==> config.mk <==
export PLATFORM = sky130hd
export DESIGN_NAME = seq_detector_mealy
export DESIGN_NICKNAME = d
export VERILOG_FILES = /design/src/rtl/seq_det_pkg.sv /design/src/rtl/seq_detector_mealy_sat_counter.sv /design/src/rtl/seq_detector_mealy.sv
export SDC_FILE = /design/constraint.sdc
export NUM_CORES = 1
export LEC_CHECK = 0
export BUFFER_PORTS_ARGS = -buffer_cell sky130_fd_sc_hd__buf_2
export CORE_UTILIZATION = 45
export DETAILED_ROUTE_END_ITERATION = 7
export HOLD_SLACK_MARGIN = 0.15
export PLACE_DENSITY = 0.74
export SYNTH_ARGS = -nofsm -noshare
export SYNTH_HDL_FRONTEND = slang
export SYNTH_HIERARCHICAL = 1
export SYNTH_SLANG_ARGS = --single-unit
==> constraint.sdc <==
create_clock -name cp -period 2.7 [get_ports cp]
set_input_delay 0 -clock cp [delete_from_list [all_inputs] [get_ports cp]]
set_output_delay 0 -clock cp [all_outputs]
set_load 0.1 [all_outputs]
==> src/rtl/seq_det_pkg.sv <==
// Shared helpers for the parametrised Mealy sequence detector: step
// classification and the elaboration-time KMP transition function.
package seq_det_pkg;

   localparam int unsigned MAX_LEN = 16;

   typedef enum logic [2:0] {
      STEP_HOLD,
      STEP_CLEAR,
      STEP_ADVANCE,
      STEP_MATCH,
      STEP_FALLBACK
   } step_e;

   function automatic int unsigned state_width(input int unsigned len);
      int unsigned w;
      w = (len <= 2) ? 1 : $clog2(len);
      return w;
   endfunction

   // i-th received bit of the pattern (bit 0 is the first received).
   function automatic logic pattern_bit(input logic [MAX_LEN-1:0] pat,
                                        input int unsigned len,
                                        input int unsigned i);
      logic b;
      b = pat[len-1-i];
      return b;
   endfunction

   // Next matched-prefix length after seeing bit b with s bits matched.
   // A completed match falls back to the longest proper border of the
   // whole pattern, or to 0 when overlapping detection is off.
   function automatic int unsigned kmp_next(input logic [MAX_LEN-1:0] pat,
                                            input int unsigned len,
                                            input int unsigned s,
                                            input logic b,
                                            input logic overlap);
      logic [MAX_LEN:0] seq;
      int unsigned      n;
      int unsigned      best;
      logic             ok;
      logic             is_match;
      seq  = '0;
      n    = s + 1;
      best = 0;
      for (int unsigned i = 0; i < s; i++) begin
         seq[i] = pattern_bit(pat, len, i);
      end
      seq[s]   = b;
      is_match = (n == len) && (b == pattern_bit(pat, len, s));
      for (int unsigned k = 1; (k <= n) && (k < len); k++) begin
         ok = 1'b1;
         for (int unsigned j = 0; j < k; j++) begin
            if (seq[n-k+j] != pattern_bit(pat, len, j)) ok = 1'b0;
         end
         if (ok) best = k;
      end
      if (is_match && !overlap) best = 0;
      return best;
   endfunction

endpackage

==> src/rtl/seq_detector_mealy_sat_counter.sv <==
// Saturating up-counter with synchronous clear and asynchronous reset.
module sat_counter #(
   parameter int unsigned CNT_W = 8
) (
   input  logic             clk,
   input  logic             rst,
   input  logic             en,
   input  logic             clr,
   output logic [CNT_W-1:0] count
);

   always_ff @(posedge clk or posedge rst) begin
      if (rst) begin
         count <= '0;
      end else if (clr) begin
         count <= '0;
      end else if (en && (count != '1)) begin
         count <= count + 1'b1;
      end
   end

endmodule

==> src/rtl/seq_detector_mealy.sv <==
// Parametrised Mealy serial-pattern detector with enable, synchronous clear
// and a saturating match counter.
module seq_detector_mealy
   import seq_det_pkg::*;
#(
   parameter int unsigned            PATTERN_LEN = 4,
   parameter logic [MAX_LEN-1:0]     PATTERN     = 16'b1101,
   parameter bit                     OVERLAP     = 1'b1,
   parameter int unsigned            CNT_W       = 8,
   localparam int unsigned           STATE_W     = state_width(PATTERN_LEN)
) (
   input  logic               cp,
   input  logic               reset,
   input  logic               en,
   input  logic               clr,
   input  logic               x,
   output logic               y,
   output logic [STATE_W-1:0] state,
   output logic [CNT_W-1:0]   match_cnt
);

   localparam int unsigned NUM_ST = 2 ** STATE_W;
   localparam logic [STATE_W-1:0] LAST = STATE_W'(PATTERN_LEN - 1);

   if ((PATTERN_LEN < 2) || (PATTERN_LEN > MAX_LEN)) begin : g_bad_len
      $error("seq_detector_mealy: PATTERN_LEN must be within 2..16");
   end
   if ((PATTERN >> PATTERN_LEN) != '0) begin : g_bad_pattern
      $error("seq_detector_mealy: PATTERN has bits above PATTERN_LEN");
   end

   logic [STATE_W-1:0] ns_tbl [NUM_ST][2];
   logic [NUM_ST-1:0]  exp_tbl;

   // Encodings above PATTERN_LEN-1 are unreachable; they map back to 0.
   for (genvar s = 0; s < NUM_ST; s++) begin : g_st
      if (s < PATTERN_LEN) begin : g_live
         localparam int unsigned NS0 = kmp_next(PATTERN, PATTERN_LEN, s, 1'b0, OVERLAP);
         localparam int unsigned NS1 = kmp_next(PATTERN, PATTERN_LEN, s, 1'b1, OVERLAP);
         assign ns_tbl[s][0] = NS0[STATE_W-1:0];
         assign ns_tbl[s][1] = NS1[STATE_W-1:0];
         assign exp_tbl[s]   = PATTERN[PATTERN_LEN-1-s];
      end else begin : g_dead
         assign ns_tbl[s][0] = '0;
         assign ns_tbl[s][1] = '0;
         assign exp_tbl[s]   = 1'b0;
      end
   end

   step_e              step;
   logic [STATE_W-1:0] next_state;
   logic               hit;

   always_ff @(posedge cp or posedge reset) begin
      if (reset) begin
         state <= '0;
      end else begin
         state <= next_state;
      end
   end

   always_comb begin
      step       = STEP_HOLD;
      next_state = state;
      hit        = 1'b0;
      if (clr) begin
         step = STEP_CLEAR;
      end else if (en) begin
         if (x == exp_tbl[state]) begin
            step = (state == LAST) ? STEP_MATCH : STEP_ADVANCE;
         end else begin
            step = STEP_FALLBACK;
         end
      end
      case (step)
         STEP_CLEAR:    next_state = '0;
         STEP_ADVANCE:  next_state = ns_tbl[state][x];
         STEP_FALLBACK: next_state = ns_tbl[state][x];
         STEP_MATCH: begin
            next_state = ns_tbl[state][x];
            hit        = 1'b1;
         end
         default:       next_state = state;
      endcase
   end

   assign y = hit & ~reset;

   sat_counter #(
      .CNT_W(CNT_W)
   ) u_match_cnt (
      .clk  (cp),
      .rst  (reset),
      .en   (y),
      .clr  (clr),
      .count(match_cnt)
   );

endmodule

==> flow_summary_export.csv <==
group,metric,value,unit
yosys,synth.avg_cell_area,9.899,µm²
grt,grt_max_degree,14,
power,p_leak,0.4278,nW
timing,fin_crit_sh,81.76,%
timing,skew,0.002218,ns
finish,layout.area.seq,257.7,µm²
finish,final_nets,100,
worst_setup_path,endpoint_kind,"flop",
yosys,ys_ff_latch,10,
yosys,ys_warn_count,6,
worst_setup_path,worstPathArrival,2.36,ns
clocking,post_cts_buffers,0,
worst_setup_path,crit_type,"reg2reg",
clocking,cts-htree-levels,1,
floorplan,die_y,40.68,µm
worst_setup_path,r2r_start,"state[1]$_DFFE_PP0P_",
power,powerDensity,400.4,nW/µm²
yosys,synth.net_count,77,
floorplan,placementRows,13,
route,wl_per_cell,13.44,µm
power,power.total,0.3537,mW
run_status,outcome,"complete, no violations",
grt,grt_pass1_vias,540,
clocking,cts_buffers,3,
timing,fmax,453.0,MHz
route,antenna_left,0,
floorplan,dieArea,1654,µm²
timing,finalSetupViolCount,0,
grt,grt_util_all_layers,21.77,%
hold_path,hp-class,"in2async",
finish,final_cell_mix,"buf_2 (15), dfrtp_1 (8), nand2_1 (6)",
timing,slew_headroom,67.48,%
worst_setup_path,critPathLaunchType,"flop",
floorplan,initial_core_util,49.86,%
timing,period_needed,2.208,ns
clocking,clk_pin_slew,0.07,ns
floorplan,pin_count,16,
route,route.vias.total,577,
clocking,clk_latency,0.26,ns
route,avgViaCountPerCell,5.495,
route,wirelength,1411,µm
finish,postLayoutCoreUtil,65.43,%
worst_setup_path,crit_path_start,"state[1]$_DFFE_PP0P_",
worst_setup_path,reg2reg_depth,6,
route,firstDrtPassIters,4,
route,drc,0,
worst_setup_path,crit_fanout,7,
yosys,synth_area,673.1,µm²
floorplan,design.core.area,1350,µm²
yosys,synth_top_family_by_area,"simple AND/OR/NAND/NOR gates",
yosys,synth_xor_area_share,1.301,%
timing,hold_viol,0,
placement,io_buffers,15,
finish,layout_commonest_cell,"buf_2",
job,cap_violations,0,
yosys,synth_cell_types,30,
placement,hpwl,1012,µm
placement,routabilityCongestion,0.8045,
finish,areaGrowthSynthToFinish,31.23,%
yosys,yosys.area_share.simple,21.75,%
floorplan,chipWidth,40.68,µm
clocking,cts_buffer_depth,2,
yosys,yosysSeqAreaShare,37.17,%
worst_setup_path,critPathRequiredTime,2.85,ns
grt,grt-ovfl-total,0,
finish,drive_gt1_share,36.67,%
timing,tightest_slew,0.4912,ns
worst_setup_path,timing.rr.end,"u_match_cnt/count[5]$_DFFE_PP0P_",
grt,antenna_found_initial,0,
clocking,clock-root-buffer,"clkbuf_4",
grt,grt_first_pass_wirelength,2304,µm
yosys,synthCells,68,
worst_setup_path,rrSetupSlack,0.49,ns
timing,rsz0062_at_grt,"false",
finish,multi_input_area,424.2,µm²
power,max-vdd-ir-drop,268.9,µV
yosys,synthMuxAreaShare,11.90,%
worst_setup_path,setup.worst_path.end,"u_match_cnt/count[5]$_DFFE_PP0P_",
clocking,cts_tree,"done",
timing,maxSlewViolCount,0,
clocking,cts_num_sinks,10,
yosys,synthAdderAreaFrac,7.435,%
finish,fill_cells,107,
yosys,synth_compound_area_share,15.43,%
route,drt_iter0_drc,28,
finish,antenna_cells,0,
worst max-delay path, stage by stage (launching register included):
cell	delay, ns
dfrtp_4	0.52
ha_4	0.19
xnor2_2	0.14
nor4_4	0.40
nand4_1	0.26
a211oi_2	0.26
mux2_4	0.32
registers in the layout, summed over array words and instances, names as in the netlist:
name / cells
u_match_cnt/count: 8
state: 2
final cells by class:
cell class,instances,share of cell area (%)
clock buffer,4,4.108
inverter,5,2.408
multi-input combinational,51,48.02
sequential,10,29.18
tap,15,2.125
timing repair buffer,20,14.16
layer usage:
layer  GRT usage [%]  vias up  share of wire [%]
met2           30.16       15                 45
met5               0        -                  0
met3           7.065        2                4.5
met1           30.21      273                 50
met4           10.83        0               0.71
li1                -      287                  -
kinds of logic after synthesis:
kind of cell / count (synthesis)
buffers and inverters: 7
xor gates and xnor gates: 1
adders and majority gates: 4
AOI/OAI and AO/OA: 13
muxes: 6
DFF: 10
and+or+nand+nor: 27
where the power goes:
group          leakage (nW)  total, mW  internal (mW)  switching, mW
logic                 0.272     0.0614         0.0208         0.0406
registers             0.135      0.158          0.154        0.00421
clock network        0.0210      0.135         0.0818         0.0527
Yosys cell counts, drive strengths merged:
library cell	count	area, µm²
and3	1	6.260
inv	5	18.77
mux2	4	60.06
nand2	6	22.52
mux2i	2	20.02
nand4	2	12.51
nor2	5	18.77
o21bai	1	7.510
and4	1	8.760
clkbuf	1	3.750
o21ai	1	5.000
nand4b	1	8.760
nor3	1	5.000
a21boi	1	11.26
nand2b	1	6.260
nand3	2	10.01
nor2b	4	25.02
o311a	1	10.01
a21oi	5	32.53
ha	4	50.05
or3b	1	8.760
buf	1	11.26
o211a	1	10.01
dfrtp	10	250.2
xnor2	1	8.760
a211oi	3	27.52
nor4	1	6.260
and2b	1	7.510
worst min-delay path by stage:
stage / startpoint / to / slack [ns] / depth (start not counted)
finish: reset / state[1]$_DFFE_PP0P_ / 0.17 / 3
global route: reset / state[1]$_DFFE_PP0P_ / 0.19 / 3
CTS: reset / state[1]$_DFFE_PP0P_ / 0.16 / 3
detailed placement: reset / state[0]$_DFFE_PP0P_ / -0.1 / 2
global placement: reset / state[0]$_DFFE_PP0P_ / -0.1 / 2
floorplan: reset / state[0]$_DFFE_PP0P_ / -0.26 / 1
metrics by stage:
step	cells	area, µm²	hold slack (ns)	setup WS (ns)	setup TNS (ns)
after floorplan	68	718.2	-0.2588	-0.5340	-2.481
after global placement	96	797.0	-0.09567	0.6436	0
after detailed placement	96	797.0	-0.09870	0.5102	0
after CTS	105	883.3	0.1581	0.4853	0
after global routing	105	883.3	0.1942	0.3238	0
final	105	883.3	0.1671	0.4924	0
timing repair:
| item | 4_1_cts | 5_1_grt |
|---|---|---|
| resized for setup | 0 | 0 |
| hold buffers | 5 | 0 |
| endpoints found under the hold margin | 13 | 0 |
Power figures use the tool's default switching activity.
